===== src/rtl/fetch_pkg.sv =====
// Shared types and constants for the fetch stage and the decode stage that reuses its length decoder.
package fetch_pkg;

  typedef enum logic [2:0] {
    IDLE,
    REQ_OP,
    REQ_B1,
    REQ_B2,
    HOLD
  } fetch_state_t;

  localparam logic [1:0] LEN1 = 2'd1;
  localparam logic [1:0] LEN2 = 2'd2;
  localparam logic [1:0] LEN3 = 2'd3;

  // Instruction length is encoded in the top two opcode bits.
  localparam int OPC_CLASS_HI = 7;
  localparam int OPC_CLASS_LO = 6;

endpackage


===== src/rtl/fetch_len_decode.sv =====
// Opcode class to instruction length (1..3 bytes); purely combinational, no handshake.
module fetch_len_decode
  import fetch_pkg::*;
#(
  parameter int DATA_WIDTH = 8
) (
  input  logic [DATA_WIDTH-1:0] opcode_i,
  output logic [1:0]            len_o
);

  logic [1:0] opc_class;
  logic       unused_low_bits;

  assign opc_class       = opcode_i[OPC_CLASS_HI:OPC_CLASS_LO];
  assign unused_low_bits = ^opcode_i[OPC_CLASS_LO-1:0];

  always_comb begin
    len_o = LEN1;
    unique case (opc_class)
      2'b10:   len_o = LEN2;
      2'b11:   len_o = LEN3;
      default: len_o = LEN1;
    endcase
  end

endmodule


===== src/rtl/fetch_unit.sv =====
// Byte-serial instruction fetch: assembles 1-3 byte instructions, valid one cycle after the last byte;
// stalls on mem_ready=0, holds the instruction until decode asserts ir_ready, flush restarts at the new PC.
module fetch_unit
  import fetch_pkg::*;
#(
  parameter int ADDR_WIDTH = 9,
  parameter int DATA_WIDTH = 8
) (
  input  logic                    clk,
  input  logic                    reset,
  input  logic [ADDR_WIDTH-1:0]   pc_in,
  output logic                    pc_inc,
  output logic [ADDR_WIDTH-1:0]   mem_addr,
  output logic                    mem_rd,
  input  logic [DATA_WIDTH-1:0]   mem_data,
  input  logic                    mem_ready,
  input  logic                    flush,
  output logic [DATA_WIDTH-1:0]   ir_opcode,
  output logic [2*DATA_WIDTH-1:0] ir_operand,
  output logic [1:0]              ir_len,
  output logic [ADDR_WIDTH-1:0]   ir_pc,
  output logic                    ir_valid,
  input  logic                    ir_ready
);

  fetch_state_t            state_q, state_d;
  logic [DATA_WIDTH-1:0]   opcode_q, opcode_d;
  logic [2*DATA_WIDTH-1:0] operand_q, operand_d;
  logic [1:0]              len_q, len_d;
  logic [ADDR_WIDTH-1:0]   pc_q, pc_d;
  logic                    valid_q, valid_d;
  logic [1:0]              dec_len;
  logic                    accept;

  fetch_len_decode #(.DATA_WIDTH(DATA_WIDTH)) u_len_decode (
    .opcode_i (mem_data),
    .len_o    (dec_len)
  );

  assign mem_rd   = (state_q == REQ_OP) || (state_q == REQ_B1) || (state_q == REQ_B2);
  assign accept   = mem_rd & mem_ready & ~flush;
  assign pc_inc   = accept;
  assign mem_addr = pc_in;

  always_comb begin
    state_d   = state_q;
    opcode_d  = opcode_q;
    operand_d = operand_q;
    len_d     = len_q;
    pc_d      = pc_q;
    valid_d   = valid_q;

    // A flush wins over everything, including a same-cycle decode handshake.
    if (flush) begin
      state_d = REQ_OP;
      valid_d = 1'b0;
    end else begin
      unique case (state_q)
        IDLE: state_d = REQ_OP;
        REQ_OP: begin
          if (accept) begin
            opcode_d  = mem_data;
            pc_d      = pc_in;
            operand_d = '0;
            len_d     = dec_len;
            if (dec_len == LEN1) begin
              state_d = HOLD;
              valid_d = 1'b1;
            end else begin
              state_d = REQ_B1;
            end
          end
        end
        REQ_B1: begin
          if (accept) begin
            operand_d[DATA_WIDTH-1:0] = mem_data;
            if (len_q == LEN2) begin
              state_d = HOLD;
              valid_d = 1'b1;
            end else begin
              state_d = REQ_B2;
            end
          end
        end
        REQ_B2: begin
          if (accept) begin
            operand_d[2*DATA_WIDTH-1:DATA_WIDTH] = mem_data;
            state_d = HOLD;
            valid_d = 1'b1;
          end
        end
        HOLD: begin
          if (ir_ready) begin
            state_d = REQ_OP;
            valid_d = 1'b0;
          end
        end
        default: state_d = IDLE;
      endcase
    end
  end

  always_ff @(posedge clk or negedge reset) begin
    if (!reset) begin
      state_q   <= IDLE;
      opcode_q  <= '0;
      operand_q <= '0;
      len_q     <= '0;
      pc_q      <= '0;
      valid_q   <= 1'b0;
    end else begin
      state_q   <= state_d;
      opcode_q  <= opcode_d;
      operand_q <= operand_d;
      len_q     <= len_d;
      pc_q      <= pc_d;
      valid_q   <= valid_d;
    end
  end

  assign ir_opcode  = opcode_q;
  assign ir_operand = operand_q;
  assign ir_len     = len_q;
  assign ir_pc      = pc_q;
  assign ir_valid   = valid_q;

endmodule

===== config.mk =====
export PLATFORM = sky130hd
export DESIGN_NAME = fetch_unit
export DESIGN_NICKNAME = d
export VERILOG_FILES = /design/src/rtl/fetch_pkg.sv /design/src/rtl/fetch_len_decode.sv /design/src/rtl/fetch_unit.sv
export SDC_FILE = /design/constraint.sdc
export NUM_CORES = 1
export LEC_CHECK = 0
export ABC_AREA = 1
export CORE_ASPECT_RATIO = 1.5
export CORE_MARGIN = 2
export CORE_UTILIZATION = 47
export DETAILED_ROUTE_END_ITERATION = 8
export PLACE_DENSITY_LB_ADDON = 0.25
export SETUP_SLACK_MARGIN = 0.05
export SLEW_MARGIN = 20
export SYNTH_ARGS = -nofsm -noshare
export SYNTH_HDL_FRONTEND = slang
export SYNTH_SLANG_ARGS = --single-unit

===== constraint.sdc =====
create_clock -name clk -period 1.94 [get_ports clk]
set_clock_uncertainty 0.05 [all_clocks]
set_input_delay 0.485 -clock clk [delete_from_list [all_inputs] [get_ports clk]]
set_output_delay 0.485 -clock clk [all_outputs]
set_load 0.03 [all_outputs]

==> results <==
[cell families (layout without fill, tap and decap cells)]
logic type / count (synthesis) / after routing / synth area share, %
DFF: 39 / 39 / 54.5
and+or+nand+nor: 75 / 75 / 20.3
AOI/OAI and AO/OA: 32 / 32 / 12.9
buffers and inverters: 41 / 108 / 12.3
[routing by layer]
layer,track usage (%),up-vias,wire length [µm]
li1,-,719,-
met4,7.25,0,54
met3,5.81,6,291
met5,0,-,0
met1,23.0,696,1510
met2,35.3,63,2080
[cells in the final DEF, fill, tap and decap left out, types with 6 or more instances in the layout]
| master | synthesis | routed |
|---|---|---|
| sky130_fd_sc_hd__buf_4 | 9 | 15 |
| sky130_fd_sc_hd__clkbuf_8 | 0 | 6 |
| sky130_fd_sc_hd__clkdlybuf4s50_1 | 0 | 34 |
| sky130_fd_sc_hd__dfrtp_1 | 39 | 39 |
| sky130_fd_sc_hd__dlymetal6s2s_1 | 0 | 19 |
| sky130_fd_sc_hd__inv_1 | 23 | 22 |
| sky130_fd_sc_hd__nand2_1 | 47 | 47 |
| sky130_fd_sc_hd__nand3_1 | 10 | 10 |
| sky130_fd_sc_hd__nor2_1 | 7 | 7 |
| sky130_fd_sc_hd__o21ai_0 | 6 | 6 |
| sky130_fd_sc_hd__o21ai_2 | 15 | 15 |
| sky130_fd_sc_hd__o22ai_1 | 8 | 8 |
[metrics by stage]
step,instances,setup WS [ns]
6_report,297,0.0635
3_5_place_dp,288,-0.0733
5_1_grt,297,0.0389
4_1_cts,297,0.0525
2_1_floorplan,187,0.303
3_3_place_gp,288,-0.0432
[what timing repair did]
item | in CTS | in global routing
setup buffers | 1 | 0
pin swaps | 1 | 0
gates resized for setup | 5 | 19
endpoints found under the setup margin | 2 | 19
[flip-flops by register name, summed over array words and instances (netlist names)]
name / flops
ir_opcode: 8
ir_len: 2
ir_pc: 9
ir_valid: 1
state_q: 3
ir_operand: 16
[area by class of cell]
class                           count  share of cell area, %
Sequential cell                    39                   37.6
Timing Repair Buffer               74                   29.1
Multi-Input combinational cell    107                   22.9
Inverter                           26                   3.76
Clock buffer                        6                   3.19
Tap cell                           43                   2.08
Clock inverter                      2                   1.35
[worst paths after layout]
path,from,endpoint,depth (start not counted)
setup / recovery,ir_operand[7],ir_operand[7],1
hold / removal,reset,ir_opcode[2],2
setup reg to reg,state_q[2],ir_operand[7],6
hold reg to reg,ir_pc[2],ir_pc[2],2
max in group asynchronous,reset,ir_pc[2],2
min in group clk,ir_pc[2],ir_pc[2],2
[power breakdown]
group | switching, mW | leakage, nW | internal (mW) | total, mW
clock | 0.275 | 0.0612 | 0.416 | 0.691
combinational | 1.15 | 0.941 | 0.746 | 1.90
sequential | 0.199 | 0.505 | 1.11 | 1.31
total | 1.63 | 1.51 | 2.27 | 3.90
==> metrics.txt <==
# TYPE chip_impl_metric gauge
chip_impl_metric{name="timing.final.setup_violations",unit=""} 0
chip_impl_info{name="yosys-top-cells-area",value="sky130_fd_sc_hd__dfrtp_1 (55%), sky130_fd_sc_hd__nand2_1 (9.9%), sky130_fd_sc_hd__o21ai_2 (7.3%)"} 1
chip_impl_metric{name="wire_length_of_the_first_global_routing_pass",unit="µm"} 6500
chip_impl_info{name="min-delay-path-class",value="in2async"} 1
chip_impl_metric{name="antenna_violations_before_repair",unit=""} 0
chip_impl_metric{name="cts_hold_buf",unit=""} 0
chip_impl_info{name="synth_top_cells_by_count",value="sky130_fd_sc_hd__nand2_1 (47), sky130_fd_sc_hd__dfrtp_1 (39), sky130_fd_sc_hd__inv_1 (23)"} 1
chip_impl_metric{name="core_footprint",unit="mm²"} 0.00365
chip_impl_metric{name="syn2layout_area_growth",unit="%"} 44.8
chip_impl_metric{name="worst-endpoint-arrival",unit="ns"} 1.34
chip_impl_metric{name="cts_max_level",unit=""} 2
chip_impl_metric{name="whs",unit="ns"} 0.0951
chip_impl_metric{name="final_cell_area",unit="mm²"} 0.00259
chip_impl_metric{name="layout.area.seq",unit="µm²"} 976
chip_impl_metric{name="drt.antenna.violating_nets",unit=""} 0
chip_impl_metric{name="multiInputGateArea",unit="µm²"} 594
chip_impl_metric{name="max_slew.worst_pin.slew",unit="ns"} 0.586
chip_impl_metric{name="insertedDiodeCount",unit=""} 0
chip_impl_metric{name="routed_wirelength",unit="µm"} 3940
chip_impl_metric{name="place_area",unit="mm²"} 0.00242
chip_impl_metric{name="static-leakage-power",unit="nW"} 1.51
chip_impl_metric{name="setup.reg_to_reg.worst_slack",unit="ns"} 0.28
chip_impl_metric{name="synth_warnings",unit=""} 0
chip_impl_metric{name="drtIter0Drc",unit=""} 40
chip_impl_metric{name="gp_routability_congestion",unit=""} 0.812
chip_impl_info{name="synth-main-ff-cell",value="sky130_fd_sc_hd__dfrtp_1"} 1
chip_impl_metric{name="initial_core_util",unit="%"} 49.1
chip_impl_metric{name="max_cap_viol_count",unit=""} 0
chip_impl_metric{name="critical_path.n_buffers_inverters",unit=""} 1
chip_impl_metric{name="chipHeight",unit="µm"} 79.6
chip_impl_metric{name="vdd.ir_drop.worst",unit="µV"} 1030
chip_impl_metric{name="clkLatencyLatePin",unit="ns"} 0.29
chip_impl_metric{name="post_synth_instance_area",unit="mm²"} 0.00179
chip_impl_info{name="endpoint_kind",value="output port"} 1
chip_impl_metric{name="yosys_register_bits",unit=""} 39
chip_impl_metric{name="clockBufferDepth",unit=""} 2
chip_impl_metric{name="max_stage_delay",unit="ns"} 0.69
chip_impl_metric{name="post_synth.cell_area_avg",unit="µm²"} 9.57
chip_impl_info{name="netlist.top_cell.by_area",value="sky130_fd_sc_hd__dfrtp_1"} 1
chip_impl_metric{name="power.total",unit="mW"} 3.90
chip_impl_info{name="cts_tree",value="yes"} 1
chip_impl_metric{name="cp_max_fo",unit=""} 2
chip_impl_metric{name="timing.max_slew.rel_slack",unit="%"} 60.9
chip_impl_metric{name="max_clock_freq",unit="GHz"} 0.533
chip_impl_metric{name="clock_slew_at_the_register_clock_pins_of_the_worst_setup_and_hold_paths",unit="ns"} 0.08
chip_impl_metric{name="synth_seq_area_share",unit="%"} 54.5
chip_impl_metric{name="cp.required",unit="ns"} 1.40
chip_impl_metric{name="die_x",unit="µm"} 54.4
chip_impl_metric{name="cts.sink_count",unit=""} 39
chip_impl_metric{name="layout.nets",unit=""} 275
chip_impl_metric{name="synthesis.instances",unit=""} 187
chip_impl_metric{name="viasPerCell",unit=""} 5.00
chip_impl_metric{name="hold_viol_final",unit=""} 0
chip_impl_info{name="synth_most_common_cell",value="sky130_fd_sc_hd__nand2_1"} 1
chip_impl_metric{name="synth-edff-count",unit=""} 0
chip_impl_info{name="path_delay_family",value="buffers and inverters"} 1
chip_impl_metric{name="wl_per_cell",unit="µm"} 13.3
chip_impl_metric{name="port_buffers",unit=""} 68
chip_impl_info{name="timing.critical_path.cells",value="clkdlybuf4s50_1"} 1
chip_impl_info{name="clockRootBuffer",value="sky130_fd_sc_hd__clkbuf_8"} 1
chip_impl_metric{name="postSynth.asyncResetShare",unit="%"} 100
chip_impl_metric{name="io-pin-count",unit=""} 69
chip_impl_metric{name="placement_rows",unit=""} 27
chip_impl_info{name="crit_path_top_delay_cell",value="sky130_fd_sc_hd__clkdlybuf4s50_1"} 1
chip_impl_info{name="crit_type",value="reg2out"} 1
chip_impl_metric{name="synth_top_area_share",unit="%"} 54.5
chip_impl_metric{name="report.final.slew_viol_count",unit=""} 0
chip_impl_metric{name="drt-pass1-iter-count",unit=""} 4
chip_impl_metric{name="finalCoreUtilization",unit="%"} 71.1
chip_impl_info{name="run_status",value="completed"} 1
chip_impl_metric{name="detailroute.via_count",unit=""} 1484
chip_impl_metric{name="dp.final_hpwl",unit="µm"} 2750
chip_impl_metric{name="grt_pass1_vias",unit=""} 1501
chip_impl_metric{name="netlist-cell-type-count",unit=""} 21
chip_impl_metric{name="power.density_cell_area",unit="mW/mm²"} 1500
chip_impl_metric{name="final_period_minus_worst_setup_slack",unit="ns"} 1.88
chip_impl_metric{name="syn-num-nets",unit=""} 209
chip_impl_metric{name="totalNegativeSetupSlack",unit="ns"} 0
chip_impl_metric{name="die_area",unit="mm²"} 0.00433
chip_impl_metric{name="final.fill_count",unit=""} 273
chip_impl_metric{name="grt_overflow_total",unit=""} 0
chip_impl_metric{name="timing.final.crit_share",unit="%"} 96.7
chip_impl_metric{name="grt.total_usage",unit="%"} 20.4
chip_impl_info{name="critical_path.startpoint_type",value="register"} 1
chip_impl_metric{name="largest_net_degree_at_the_start_of_global_routing",unit=""} 40
chip_impl_metric{name="tritoncts.num_buffers",unit=""} 5
chip_impl_info{name="grt_setup_unrepaired",value="no"} 1
chip_impl_metric{name="post_route_cells_drive_above_1_share",unit="%"} 22.0
chip_impl_metric{name="detail_route.drc_violations",unit=""} 0
Note: power is estimated with default switching activity, not from simulation.
